File: src/rtl/gpio_ctrl_if.sv
// Simple CPU-side register bus between a bus master and the GPIO controller.
// One-cycle write/read strobes; read data returns registered with rd_valid.
interface gpio_ctrl_if #(
  parameter int NUM_IO = 8
);
  logic              wr_en;
  logic              rd_en;
  logic [2:0]        addr;
  logic [NUM_IO-1:0] wdata;
  logic [NUM_IO-1:0] rdata;
  logic              rd_valid;

  modport master (
    output wr_en, rd_en, addr, wdata,
    input  rdata, rd_valid
  );

  modport slave (
    input  wr_en, rd_en, addr, wdata,
    output rdata, rd_valid
  );
endinterface

File: src/rtl/gpio_ctrl.sv
// Register-mapped GPIO bank controller: direction/data registers driving the
// tristate pad buffers, synchronised readback, edge capture and a maskable irq.
module gpio_ctrl #(
  parameter int NUM_IO = 8
) (
  input  logic              clk,
  input  logic              rst,
  gpio_ctrl_if.slave        bus,
  output logic [NUM_IO-1:0] gpio_t,
  output logic [NUM_IO-1:0] gpio_o,
  input  logic [NUM_IO-1:0] gpio_i,
  output logic              irq
);

  typedef enum logic [2:0] {
    ADDR_DIR      = 3'd0,
    ADDR_DOUT     = 3'd1,
    ADDR_DIN      = 3'd2,
    ADDR_RISE_EN  = 3'd3,
    ADDR_FALL_EN  = 3'd4,
    ADDR_IRQ_STAT = 3'd5,
    ADDR_IRQ_MASK = 3'd6,
    ADDR_DOUT_TGL = 3'd7
  } reg_addr_e;

  reg_addr_e         addr;

  logic [NUM_IO-1:0] dir_q,     dir_d;
  logic [NUM_IO-1:0] dout_q,    dout_d;
  logic [NUM_IO-1:0] rise_en_q, rise_en_d;
  logic [NUM_IO-1:0] fall_en_q, fall_en_d;
  logic [NUM_IO-1:0] mask_q,    mask_d;
  logic [NUM_IO-1:0] stat_q,    stat_d;
  logic [NUM_IO-1:0] w1c;

  logic [NUM_IO-1:0] sync1_q, sync2_q, hist_q;
  logic [1:0]        warm_q;
  logic              edge_armed;
  logic [NUM_IO-1:0] rise, fall, stat_set;

  logic [NUM_IO-1:0] rd_mux;
  logic [NUM_IO-1:0] rdata_q;
  logic              rd_valid_q;
  logic              irq_q;

  assign addr = reg_addr_e'(bus.addr);

  // Register writes and the W1C clear mask for interrupt status.
  always_comb begin
    // NOTE: every comb output gets its hold value first so no path infers a latch.
    dir_d     = dir_q;
    dout_d    = dout_q;
    rise_en_d = rise_en_q;
    fall_en_d = fall_en_q;
    mask_d    = mask_q;
    w1c       = '0;
    if (bus.wr_en) begin
      case (addr)
        ADDR_DIR:      dir_d     = bus.wdata;
        ADDR_DOUT:     dout_d    = bus.wdata;
        ADDR_RISE_EN:  rise_en_d = bus.wdata;
        ADDR_FALL_EN:  fall_en_d = bus.wdata;
        ADDR_IRQ_STAT: w1c       = bus.wdata;
        ADDR_IRQ_MASK: mask_d    = bus.wdata;
        ADDR_DOUT_TGL: dout_d    = dout_q ^ bus.wdata;
        default:       ;
      endcase
    end
  end

  // Edges are ignored until the history pipe has seen real pad samples.
  assign edge_armed = (warm_q == 2'd3);
  assign rise       = sync2_q & ~hist_q;
  assign fall       = ~sync2_q & hist_q;
  assign stat_set   = edge_armed ? ((rise & rise_en_q) | (fall & fall_en_q)) : '0;
  // A new event outranks a simultaneous W1C so it is never lost.
  assign stat_d     = stat_set | (stat_q & ~w1c);

  always_comb begin
    rd_mux = '0;
    case (addr)
      ADDR_DIR:      rd_mux = dir_q;
      ADDR_DOUT:     rd_mux = dout_q;
      ADDR_DIN:      rd_mux = sync2_q;
      ADDR_RISE_EN:  rd_mux = rise_en_q;
      ADDR_FALL_EN:  rd_mux = fall_en_q;
      ADDR_IRQ_STAT: rd_mux = stat_q;
      ADDR_IRQ_MASK: rd_mux = mask_q;
      default:       rd_mux = '0;
    endcase
  end

  always_ff @(posedge clk or posedge rst) begin
    if (rst) begin
      dir_q      <= '0;
      dout_q     <= '0;
      rise_en_q  <= '0;
      fall_en_q  <= '0;
      mask_q     <= '0;
      stat_q     <= '0;
      sync1_q    <= '0;
      sync2_q    <= '0;
      hist_q     <= '0;
      warm_q     <= '0;
      rdata_q    <= '0;
      rd_valid_q <= 1'b0;
      irq_q      <= 1'b0;
    end else begin
      // NOTE: non-blocking so every flop samples pre-edge values; reads see pre-write state.
      dir_q      <= dir_d;
      dout_q     <= dout_d;
      rise_en_q  <= rise_en_d;
      fall_en_q  <= fall_en_d;
      mask_q     <= mask_d;
      stat_q     <= stat_d;
      sync1_q    <= gpio_i;
      sync2_q    <= sync1_q;
      hist_q     <= sync2_q;
      if (!edge_armed) warm_q <= warm_q + 2'd1;
      if (bus.rd_en) rdata_q <= rd_mux;
      rd_valid_q <= bus.rd_en;
      irq_q      <= |(stat_q & mask_q);
    end
  end

  assign gpio_t       = ~dir_q;
  assign gpio_o       = dout_q;
  assign irq          = irq_q;
  assign bus.rdata    = rdata_q;
  assign bus.rd_valid = rd_valid_q;

endmodule

File: src/flat_wrapper.sv
// flat-port wrapper written by rule: the top's interface ports become plain ports
module gpio_ctrl_flat 
#(
  parameter int NUM_IO = 8
)
  (clk, rst, gpio_t, gpio_o, gpio_i, irq, bus_wr_en, bus_rd_en, bus_addr, bus_wdata, bus_rdata, bus_rd_valid);
  gpio_ctrl_if #(.NUM_IO(NUM_IO)) bus_i ();
  input  logic clk;
  input  logic rst;
  output logic [NUM_IO-1:0] gpio_t;
  output logic [NUM_IO-1:0] gpio_o;
  input  logic [NUM_IO-1:0] gpio_i;
  output logic irq;
  input wire logic [$bits(bus_i.wr_en)-1:0] bus_wr_en;
  input wire logic [$bits(bus_i.rd_en)-1:0] bus_rd_en;
  input wire logic [$bits(bus_i.addr)-1:0] bus_addr;
  input wire logic [$bits(bus_i.wdata)-1:0] bus_wdata;
  output wire logic [$bits(bus_i.rdata)-1:0] bus_rdata;
  output wire logic [$bits(bus_i.rd_valid)-1:0] bus_rd_valid;
  assign bus_i.wr_en = bus_wr_en;
  assign bus_i.rd_en = bus_rd_en;
  assign bus_i.addr = bus_addr;
  assign bus_i.wdata = bus_wdata;
  assign bus_rdata = bus_i.rdata;
  assign bus_rd_valid = bus_i.rd_valid;
  gpio_ctrl #(.NUM_IO(NUM_IO)) u_core (.clk(clk), .rst(rst), .bus(bus_i), .gpio_t(gpio_t), .gpio_o(gpio_o), .gpio_i(gpio_i), .irq(irq));
endmodule
File: config.mk
export PLATFORM = sky130hd
export DESIGN_NAME = gpio_ctrl_flat
export DESIGN_NICKNAME = d
export VERILOG_FILES = /design/src/rtl/gpio_ctrl_if.sv /design/src/rtl/gpio_ctrl.sv /design/src/flat_wrapper.sv
export SDC_FILE = /design/constraint.sdc
export NUM_CORES = 1
export LEC_CHECK = 0
export BUFFER_PORTS_ARGS = -buffer_cell sky130_fd_sc_hd__buf_2
export CAP_MARGIN = 20
export CORE_UTILIZATION = 52
export DETAILED_ROUTE_END_ITERATION = 12
export GPL_TIMING_DRIVEN = 0
export PLACE_DENSITY = 0.88
export SLEW_MARGIN = 20
export SYNTH_ARGS = -nofsm -noshare
export SYNTH_HDL_FRONTEND = slang
export SYNTH_SLANG_ARGS = --single-unit
File: constraint.sdc
create_clock -name clk -period 2.82 [get_ports clk]
set_input_delay 0.564 -clock clk [delete_from_list [all_inputs] [get_ports clk]]
set_output_delay 0.564 -clock clk [all_outputs]
set_load 0.01 [all_outputs]
# Yosys cells after proc, flatten, opt, wreduce, memory -nomap -nowiden
# Cells that the tools add are included.
[word_totals] regBits=84 in_bits=23 output_inout_bits=26 word_cells=48
[classes] add_sub_neg=1 n_eq_ne=8 mux=5 bitwise=13 n_reduce_logical=8
[ops] op="8-bit case mux with 7 select lines" count=1
[ops] op="8-bit bitwise AND" count=6
[ops] op="8-bit inverter" count=4
[ops] op="8-bit two-way mux" count=3
[ops] op="8-bit bitwise OR" count=2
[ops] op="8-bit case mux with 2 select lines" count=1
[ops] op="3-bit == test (second input constant)" count=4
[ops] op="2-bit AND reduction" count=5
[ops] op="8-bit OR reduction" count=1
[ops] op="8-bit bitwise XOR" count=1
[ops] op="3-bit by 2-bit == test with 1-bit output (second input constant)" count=2
[ops] op="3-bit by 1-bit == test with 1-bit output (second input constant)" count=1
[ops] op="3-bit logical NOT" count=1
[ops] op="2-bit by 1-bit adder with 2-bit output (second input constant)" count=1
[ops] op="2-bit == test (second input constant)" count=1
[ops] op="2-bit nonzero test" count=1

# Depth between registers and ports, before layout
# Gate-level depths: netlist of the first run.
[logic_depth] ltp_word=6 depth_mapped=7 depth_no_buf=4

# Worst setup path before layout of the first run
# Ideal clock, no wire load.
[synth_path] kind="input to register" startpoint="input bus_addr[2]" endpoint="register u_core.dir_q[1]" setup_time_ps=128 t_arrival_ps=1443 t_required_ps=2692 slack_ps=1249 cell_stages=5 n_path_buf=2 path_cell_list="buf_6 or2_4 nor3b_4 buf_6 o21ai_0"
[synth_via] elab_chain_len=2
[synth_rtl] item="start, declared" line_no="flat_wrapper.sv:16" rtl="input wire logic [$bits(bus_i.addr)-1:0] bus_addr;"
[synth_rtl] item="3-bit logical NOT" line_no="gpio_ctrl.sv:58" rtl="case (addr)"
[synth_rtl] item="2-bit AND reduction (no source line)"
[synth_rtl] item="end signal, assigned" line_no="gpio_ctrl.sv:110" rtl="dir_q <= dir_d;"
[synth_rtl] item="end, declared" line_no="gpio_ctrl.sv:28" rtl="logic [NUM_IO-1:0] dir_q, dir_d;"
# Every way passes these cells.
# A chain may end at the register's enable or synchronous reset.

# Final worst setup path of the first run
[layout_path] startpoint="input bus_addr[2]" endpoint="register u_core.rdata_q[0] (netlist: u_core.bus.rdata[0])"
[layout_via] elab_chain_len=2 elab_cells_between_ends=8 cone_classes="eq/ne (6); mux (1); reduce/logical (1)"
[layout_rtl] item="3-bit == test, or another cell as far along" line_no="gpio_ctrl.sv:81" rtl="case (addr)"
[layout_rtl] item="8-bit case mux with 7 select lines (*)" line_no="gpio_ctrl.sv:81"
[layout_rtl] item="end signal, assigned" line_no="gpio_ctrl.sv:120" rtl="if (bus.rd_en) rdata_q <= rd_mux;"
[layout_rtl] item="end, declared" line_no="gpio_ctrl.sv:42" rtl="logic [NUM_IO-1:0] rdata_q;"
# Every way passes the cells marked *; elsewhere a longest branch is shown, timed or not.

==> results of run 1 <==
==> power by group through the flow <==
stage | sequential [mW] | clock, mW | combinational (mW)
5_1_grt | 1.50 | 1.03 | 0.552
3_5_place_dp | 1.50 | 0 | 0.498
6_report | 1.48 | 0.956 | 0.500
2_1_floorplan | 1.48 | 0 | 0.321
4_1_cts | 1.48 | 0.975 | 0.500
3_3_place_gp | 1.49 | 0 | 0.473
==> final timing paths <==
check                                                  start                              end  slack (ns)  depth (start not counted)
worst max register to register  u_core.warm_q[0]$_DFFE_PP0N_     u_core.warm_q[1]$_DFFE_PP0N_        1.28                          3
worst max-delay path                             bus_addr[2]  u_core.bus.rdata[0]$_DFFE_PP0P_        1.22                          6
worst min register to register   u_core.sync1_q[6]$_DFF_PP0_      u_core.sync2_q[6]$_DFF_PP0_        0.34                          0
max in group asynchronous                                rst  u_core.bus.rdata[0]$_DFFE_PP0P_        2.04                          3
worst min-delay path                                     rst      u_core.dir_q[2]$_DFFE_PP0P_        0.20                          2
min in group clk                                   gpio_i[1]      u_core.sync1_q[1]$_DFF_PP0_        0.30                          1
==> registers in the layout, summed over array words and instances (netlist names) <==
register / cells
u_core.bus.rdata: 8
u_core.irq: 1
u_core.mask_q: 8
u_core.warm_q: 2
u_core.sync2_q: 8
u_core.stat_q: 8
u_core.sync1_q: 8
u_core.bus.rd_valid: 1
u_core.rise_en_q: 8
u_core.hist_q: 8
u_core.gpio_o: 8
u_core.fall_en_q: 8
u_core.dir_q: 8
==> kinds of logic after synthesis <==
logic type                 Yosys count  share of synthesized area [%]
AOI/OAI and AO/OA                   85                          15.71
and+or+nand+nor                     93                          12.89
adders and majority gates            1                         0.3322
muxes                               35                          10.00
DFF                                 84                          55.81
xor gates and xnor gates             1                         0.2326
buffers and inverters               37                          5.016
==> layout by cell type, fill, tap and decap left out, types with 2 or more instances in the layout <==
master,synthesis,final
clkinvlp_4,0,3
nand2_1,39,39
nor3_1,7,7
nand2b_1,4,4
o21ai_0,21,21
mux2i_1,14,14
o21ai_2,2,2
dfrtp_1,84,84
a22oi_1,5,5
o22ai_1,15,15
buf_6,4,4
buf_4,4,4
inv_1,23,22
mux2_2,21,21
a32o_1,4,4
clkbuf_8,0,9
and3b_1,2,2
nand3_1,3,3
o32ai_1,5,5
nand3b_1,8,8
a21oi_1,10,10
nor2_2,2,2
buf_2,4,50
bufinv_16,0,2
a2111oi_2,2,2
nor2_1,16,16
a211oi_1,8,8
a22o_1,8,8
==> area by class of cell <==
class	count	area [um^2]
timing repair buffer	47	257.7
fill	592	2536
inverter	23	88.84
tap	96	120.1
clock inverter	7	100.1
buffer	14	102.6
clock buffer	9	123.9
sequential	84	2102
multi-input combinational	215	1475
==> through the flow <==
stage	TNS, ns	power [mW]	utilization [%]	hold slack (ns)
after floorplan	0	1.803	-	0.3312
after detailed placement	0	2.000	60.04	0.3347
after global routing	0	3.080	63.28	0.2097
after global placement	-63.93	1.966	59.60	0.3317
after CTS	0	2.954	63.28	0.2025
final	0	2.938	63.28	0.1955
==> per-layer routing <==
layer | vias up | share of wire, % | GRT usage [%]
met3 | 16 | 8.0 | 6.825
met2 | 139 | 47 | 40.16
met5 | - | 0 | 0
li1 | 1327 | - | -
met4 | 0 | 2.2 | 10.58
met1 | 1440 | 43 | 34.94
==> run metrics, run 1 <==
status finished clean; Internal Power 2.094 mW; post-DR vias/cell 5.903; layout cell share with drive strength beyond 1 28.07%; Clk Latency, worst-skew pair 0.36 ns; worst relative slew slack 56.52%; crit path DAT 1.83 ns; post-synth top area share 55.81%; Post-Layout Cell Count 495; register area share after synthesis 55.81%; DR vias 2922; crit-path max cell delay 0.36 ns; num ports 49; die area 7587 um^2; Die Width 87.11 um; placed instance count 479; pre-CTS setup slack 0.9128 ns; Startpoint Class input pin; # Post-CTS Setup Buffers 0; clock slew at reported path FFs 0.08 ns; Final Max Slew Viols 0; design area 4370 um^2; Slew @ Worst Pin 0.6523 ns; count leader, synth dfrtp_1; predominant post-synthesis flop cell dfrtp_1; gpl congestion 0.8862; number of antenna diodes 0; Starting Density 54.53%; PnR worst setup slack 1.217 ns; VDD IR max 0.0003637 V; synthesized area 3766 um^2; Sw Ratio 28.72%; synthesis warning total 0; antenna-violating nets left 0; Final Net Count 418; Clock Skew 0.01050 ns; min cycle time layout 1.603 ns; Pleak 1.951 nW; CTS buffer count 9; Core Area 6907 um^2; CTS tree yes; CTS resizes 0; Die Y-Extent 87.11 um; Layout area overhead 16.05%; Worst Setup End Kind flip-flop; Switch Pwr 0.8438 mW; hold buffers post-CTS 0; Max-Cap Viols 0; DR DRC count 0; final worst-path cycle share 56.83%; DR pass1 iterations 5; Initial DRC Count 299; Netlist cell types 46; final hold vios 0; Post-Route WL 8.936 mm; Post-DP HPWL 6.231 mm; post-synth net total 360; clk sinks 84; Cell Area, Placed 4146 um^2; first-pass GRT wire length 14.53 mm; RSZ-0062 raised after global routing false; FFs w/ async S/R, synth 100.0%; largest area contributor in the netlist dfrtp_1; Bufs and invs on worst path 2; required time of the critical path 3.05 ns; sequential share of power 50.4%; post-synthesis cell count 336; Clk network pwr share 32.5%; final setup fails 0; Logic pwr share 17.0%; top post-synthesis cells by count dfrtp_1 (84), nand2_1 (39), inv_1 (23), mux2_2 (21), o21ai_0 (21); critical-path maximum fanout 10; critical path class input pin to flip-flop; per-cell routed wire length 18.05 um; Hold Crit Class input pin to async pin; Power Density 672.2 nW/um^2; largest net degree at the start of global routing 56; delay-heaviest family, CP buffers and inverters; largest cells by area after synthesis dfrtp_1 (56%), mux2_2 (6.3%), nand2_1 (3.9%), mux2i_1 (3.7%), o21ai_0 (2.8%); Slowest cell on crit path nor3_1; highest clock rate 623.9 MHz; total track usage 25.95%; #FFs+latches synth 84; average size of a mapped cell 11.21 um^2; worst-path cell chain buf_6 > buf_2 > mux2i_1 > o21ai_0 > nor3_1 > o22ai_1; CTS root buf clkbuf_8; initial antenna violation count 0; buffers added on ports 46; vias in the first global route 2845; number of synthesized flops with an enable pin 0; total grt overflow 0; num rows 30; Longest Clk Path Bufs 2; H-tree level count 3
(Power assumes the default switching activity.)
==> run 2, diff against run 1 <==
ABC_AREA = 1   (was default)
clock period = 1.47 ns   (was 2.82 ns; I/O delays follow)
==> run 2 against run 1 <==
  * Largest power group unchanged
  * Final cell count increased by 20%
  * Sequential share of layout area decreased by 0.93 points
  * Highest routed layer unchanged
  * Final area increased by 2.0%
  * Critical path depth unchanged
  * Core utilization increased by 0.90 points
  * Count of clock-buffer cells in the layout increased by 4
==> run metrics, run 2 <==
status finished clean; synthesis warning total 0; CTS tree yes; Longest Clk Path Bufs 2; Final Max Slew Viols 0; top post-synthesis cells by count nand2_1 (130), dfrtp_1 (84), inv_1 (40), o21ai_0 (38), nand3_1 (28); crit path DAT 1.62 ns; post-synth top area share 54.99%; origin of the critical flop-to-flop path u_core.warm_q[0]$_DFFE_PP0N_; placed instance count 580; buffers added on ports 46; VDD IR max 0.0008791 V; total grt overflow 0; Critical path origin bus_addr[2]; worst-path cell chain buf_2 > buf_2 > buf_2 > nand2_2 > o21ai_0 > o21ai_0; num ports 49; most frequent cells in the layout nand2_1 (129), dfrtp_1 (84), buf_2 (57); DR DRC count 0; Reg2Reg Depth 2; min cycle time layout 1.389 ns; Slew @ Worst Pin 0.6572 ns; average size of a mapped cell 8.767 um^2; post-synthesis cell count 436; final worst-path cycle share 94.48%; Starting Density 55.05%; number of antenna diodes 0; Layout area overhead 16.60%; final setup fails 0; Worst Setup End Kind flip-flop; design area 4457 um^2; Post-DP HPWL 7.221 mm; Slowest cell on crit path buf_2; initial antenna violation count 0; FFs w/ async S/R, synth 100.0%; Initial DRC Count 319; Die Width 87.74 um; total track usage 28.64%; Cell Area, Placed 4217 um^2; #FFs+latches synth 84; CTS buffer count 9; critical path class input pin to flip-flop; count leader, synth nand2_1; final hold vios 0; reg-to-reg endpoint u_core.warm_q[1]$_DFFE_PP0N_; clk sinks 84; antenna-violating nets left 0; vias in the first global route 3284; Final Net Count 518; Pleak 2.273 nW; Setup TNS Final 0 ns; Power Density 1320 nW/um^2; Hold Crit Class input pin to async pin; Max-Cap Viols 0; Worst Hold Slack 0.01497 ns; crit-path max cell delay 0.33 ns; Core Area 6944 um^2; layout cell share with drive strength beyond 1 21.24%; gpl congestion 0.9532; per-cell routed wire length 17.11 um; num rows 30; required time of the critical path 1.70 ns; Post-Route WL 10.18 mm; DR vias 3353; highest clock rate 720.0 MHz; largest cells by area after synthesis dfrtp_1 (55%), nand2_1 (13%), o21ai_0 (5.0%), inv_1 (3.9%), nand3_1 (3.7%); Startpoint Class input pin; CTS root buf clkbuf_8; largest net degree at the start of global routing 30; DR pass1 iterations 5; predominant post-synthesis flop cell dfrtp_1; post-synth net total 460; post-DR vias/cell 5.635; largest area contributor in the netlist dfrtp_1; hold buffers post-CTS 0; RSZ-0062 raised after global routing false; Netlist cell types 32; most used cell, CP buf_2; first-pass GRT wire length 16.01 mm; end of the critical path u_core.stat_q[5]$_DFF_PP0_; Clock Skew 0.01392 ns; flop2flop setup slack 0.14 ns; Die Y-Extent 87.74 um; Post-Layout Cell Count 595; register area share after synthesis 54.99%; worst relative slew slack 56.09%; commonest non-fill, non-tap cell in the layout nand2_1; H-tree level count 3; clock slew at reported path FFs 0.09 ns; critical-path maximum fanout 10; synthesized area 3822 um^2; die area 7697 um^2; Clk Latency, worst-skew pair 0.36 ns; number of synthesized flops with an enable pin 0; pre-CTS setup slack -0.3616 ns; Tot Pwr 5.884 mW; PnR worst setup slack 0.08111 ns; fin util 64.18%
-- run 2: cell types whose count changed after synthesis, sizes merged, moves of 8 or more --
cell	previous run	this run
nand2	40	133
nand3	4	31
o21ai	23	47
mux2	21	1
inv	23	42
nand4	1	20
mux2i	14	0
nor2	19	29
o22ai	15	5
a211oi	8	0
a22o	8	0
nand3b	8	0
-- run 2: cell type report --
class	count	area (um^2)
Buffer	16	100.1
Clock buffer	13	168.9
Clock inverter	3	67.56
Fill cell	586	2487
Inverter	42	163.9
Multi-Input combinational cell	293	1464
Sequential cell	84	2102
Tap cell	96	120.1
Timing Repair Buffer	48	270.3
-- run 2: worst min path at each step --
stage / slack (ns) / end
floorplan: 0.33 / u_core.bus.rd_valid$_DFF_PP0_
finish: 0.01 / u_core.mask_q[2]$_DFFE_PP0P_
global placement: 0.33 / u_core.sync2_q[7]$_DFF_PP0_
CTS: 0.03 / u_core.sync1_q[0]$_DFF_PP0_
global route: 0.02 / u_core.sync1_q[0]$_DFF_PP0_
detailed placement: 0.34 / u_core.sync2_q[3]$_DFF_PP0_
-- run 2: kinds of logic after synthesis --
family          after synthesis  synth area share [%]
simple gates                218                 25.92
flops                        84                 54.99
compound gates               68                 10.41
buf+inv                      59                 6.906
xor+xnor                      5                 1.146
mux                           1                0.2946
fa+ha+maj                     1                0.3273
-- run 2: worst max-delay path: cells and delay by family --
| family | cells | cell delay [ns] |
|---|---|---|
| AO/OA/AOI/OAI | 2 | 0.35 |
| buffers and inverters | 3 | 0.72 |
| AND/OR/NAND/NOR | 1 | 0.24 |
-- run 2: metal layers --
metal / vias to the layer above / GRT usage [%] / routed length [um]
met5: - / 0 / 0
met1: 1595 / 34.08 / 4026
met2: 177 / 46.02 / 4864
li1: 1541 / - / -
met3: 40 / 8.200 / 862
met4: 0 / 17.73 / 427
-- run 2: what timing repair did --
item	in CTS	in global routing
pin swaps	0	0
buffers inserted	0	0
gates resized for setup	0	2
endpoints found under the setup margin	1	14
-- run 2: where the power goes --
group,internal (mW),switching [mW],leakage [nW]
combinational,0.424,0.676,1.16
clock,1.10,0.805,0.116
sequential,2.64,0.240,0.993
total,4.16,1.72,2.27
==> run 3, diff against run 2 <==
CORE_UTILIZATION = 62   (was 52)
PLACE_DENSITY = 0.95   (was 0.88)
clock period = 1.8 ns   (was 1.47 ns; I/O delays follow)
==> run 3 against run 2 <==
  * Combinational power is 17% lower
  * Final cell count fell by 3.4%
  * Count of clock-buffer cells in the layout fell by 2
  * Core utilization rose by 11 points
  * Sequential share of layout area up 0.25 points
  * Die area shrank 16%
  * Clock skew is 0.0056 ns lower
  * Flip-flop and latch count did not move
==> run metrics, run 3 (synthesis results as in run 2) <==
status finished clean; flop2flop setup slack 0.26 ns; Post-DP HPWL 7.099 mm; hold buffers post-CTS 0; Die Width 80.52 um; Reg2Reg Depth 3; Layout area overhead 15.97%; Power Density 1084 nW/um^2; crit path DAT 1.82 ns; Longest Clk Path Bufs 2; Worst Setup End Kind flip-flop; Max Used Layer met4; commonest non-fill, non-tap cell in the layout nand2_1; Slew @ Worst Pin 0.6848 ns; gpl congestion 0.9404; Clk Latency, worst-skew pair 0.36 ns; final hold vios 0; final worst-path cycle share 88.73%; die area 6483 um^2; # Post-CTS Setup Buffers 0; DR DRC count 0; DR vias 3424; Met1 Wirelength 3.828 mm; Clock Skew 0.008311 ns; critical path class input pin to flip-flop; total track usage 34.95%; Max-Cap Viols 0; buffers added on ports 46; DR pass1 iterations 6; antenna-violating nets left 0; highest clock rate 626.1 MHz; CTS root buf clkbuf_8; CTS tree yes; min cycle time layout 1.597 ns; H-tree level count 3; first-pass GRT wire length 16.13 mm; CTS buffer count 9; total grt overflow 0; Tot Pwr 4.805 mW; Core Area 5921 um^2; Post-Layout Cell Count 575; critical-path maximum fanout 10; VDD IR max 0.0008075 V; Initial DRC Count 454; Die Y-Extent 80.52 um; layout cell share with drive strength beyond 1 21.20%; final setup fails 0; Final Net Count 519; most frequent cells in the layout nand2_1 (130), dfrtp_1 (84), buf_2 (57); Hold Crit Class input pin to async pin; num rows 28; Starting Density 64.56%; initial antenna violation count 0; number of antenna diodes 0; Final Max Slew Viols 0; RSZ-0062 raised after global routing false; required time of the critical path 2.02 ns; crit-path max cell delay 0.37 ns; clk sinks 84; worst-path cell chain buf_4 > nor2_4 > nand2_1 > nor2_2 > buf_2 > o21ai_0; Startpoint Class input pin; num ports 49; vias in the first global route 3211; Post-Route WL 10.16 mm; placed instance count 559; Critical path origin bus_addr[1]; Pleak 2.273 nW; worst relative slew slack 54.25%; reg-to-reg endpoint u_core.warm_q[1]$_DFFE_PP0N_; Slowest cell on crit path nor2_2; DR WL met3 1.004 mm; Detail Route met2 WL 4.761 mm; clock slew at reported path FFs 0.09 ns; CTS resizes 0; post-DR vias/cell 5.955; origin of the critical flop-to-flop path u_core.warm_q[0]$_DFFE_PP0N_; largest net degree at the start of global routing 35; per-cell routed wire length 17.66 um
## run 3: where the power goes
group	switching, mW	total [mW]	internal (mW)
Combinational	0.561	0.909	0.348
Clock	0.681	1.54	0.859
Sequential	0.199	2.36	2.16
## run 3: worst max-delay path: cells and delay by family
kind	cells	cell delay, ns
buffers and inverters	2	0.53
AO/OA/AOI/OAI	1	0.14
AND/OR/NAND/NOR	3	0.78
## run 3: layout make-up
cell class	instances	area (um^2)
timing repair buffer	48	277.8
sequential	84	2102
clock inverter	5	83.83
inverter	42	163.9
multi-input combinational	293	1456
buffer	17	103.9
fill	422	1488
clock buffer	11	151.4
tap	75	93.84
## run 3: per-stage QoR
| stage | TNS, ns | hold WS, ns | util, % | worst slack (ns) | instance area [um^2] |
|---|---|---|---|---|---|
| final | 0 | 0.09688 | 74.87 | 0.2028 | 4433 |
| after global routing | 0 | 0.08364 | 74.87 | 0.1738 | 4433 |
| after CTS | 0 | 0.09852 | 74.87 | 0.2808 | 4433 |
| after detailed placement | -0.3964 | 0.3356 | 70.90 | -0.07023 | 4198 |
| after global placement | -0.8017 | 0.3327 | 70.10 | -0.01408 | 4150 |
| after floorplan | 0 | 0.3312 | - | 0.4531 | 3826 |
## run 3: layer usage
| metal | track usage, % | up-vias |
|---|---|---|
| met4 | 22.14 | 0 |
| li1 | - | 1547 |
| met5 | 0 | - |
| met2 | 53.81 | 219 |
| met1 | 42.21 | 1599 |
| met3 | 11.25 | 59 |
## run 3: worst max-delay path by stage
| stage | depth (start not counted) | slack [ns] | end |
|---|---|---|---|
| after global routing | 7 | 0.17 | u_core.dir_q[5]$_DFFE_PP0P_ |
| after floorplan | 6 | 0.45 | u_core.dir_q[3]$_DFFE_PP0P_ |
| after detailed placement | 6 | -0.07 | u_core.dir_q[2]$_DFFE_PP0P_ |
| after global placement | 2 | -0.01 | u_core.dir_q[1]$_DFFE_PP0P_ |
| after CTS | 6 | 0.28 | u_core.dir_q[2]$_DFFE_PP0P_ |
| final | 6 | 0.20 | u_core.dir_q[2]$_DFFE_PP0P_ |
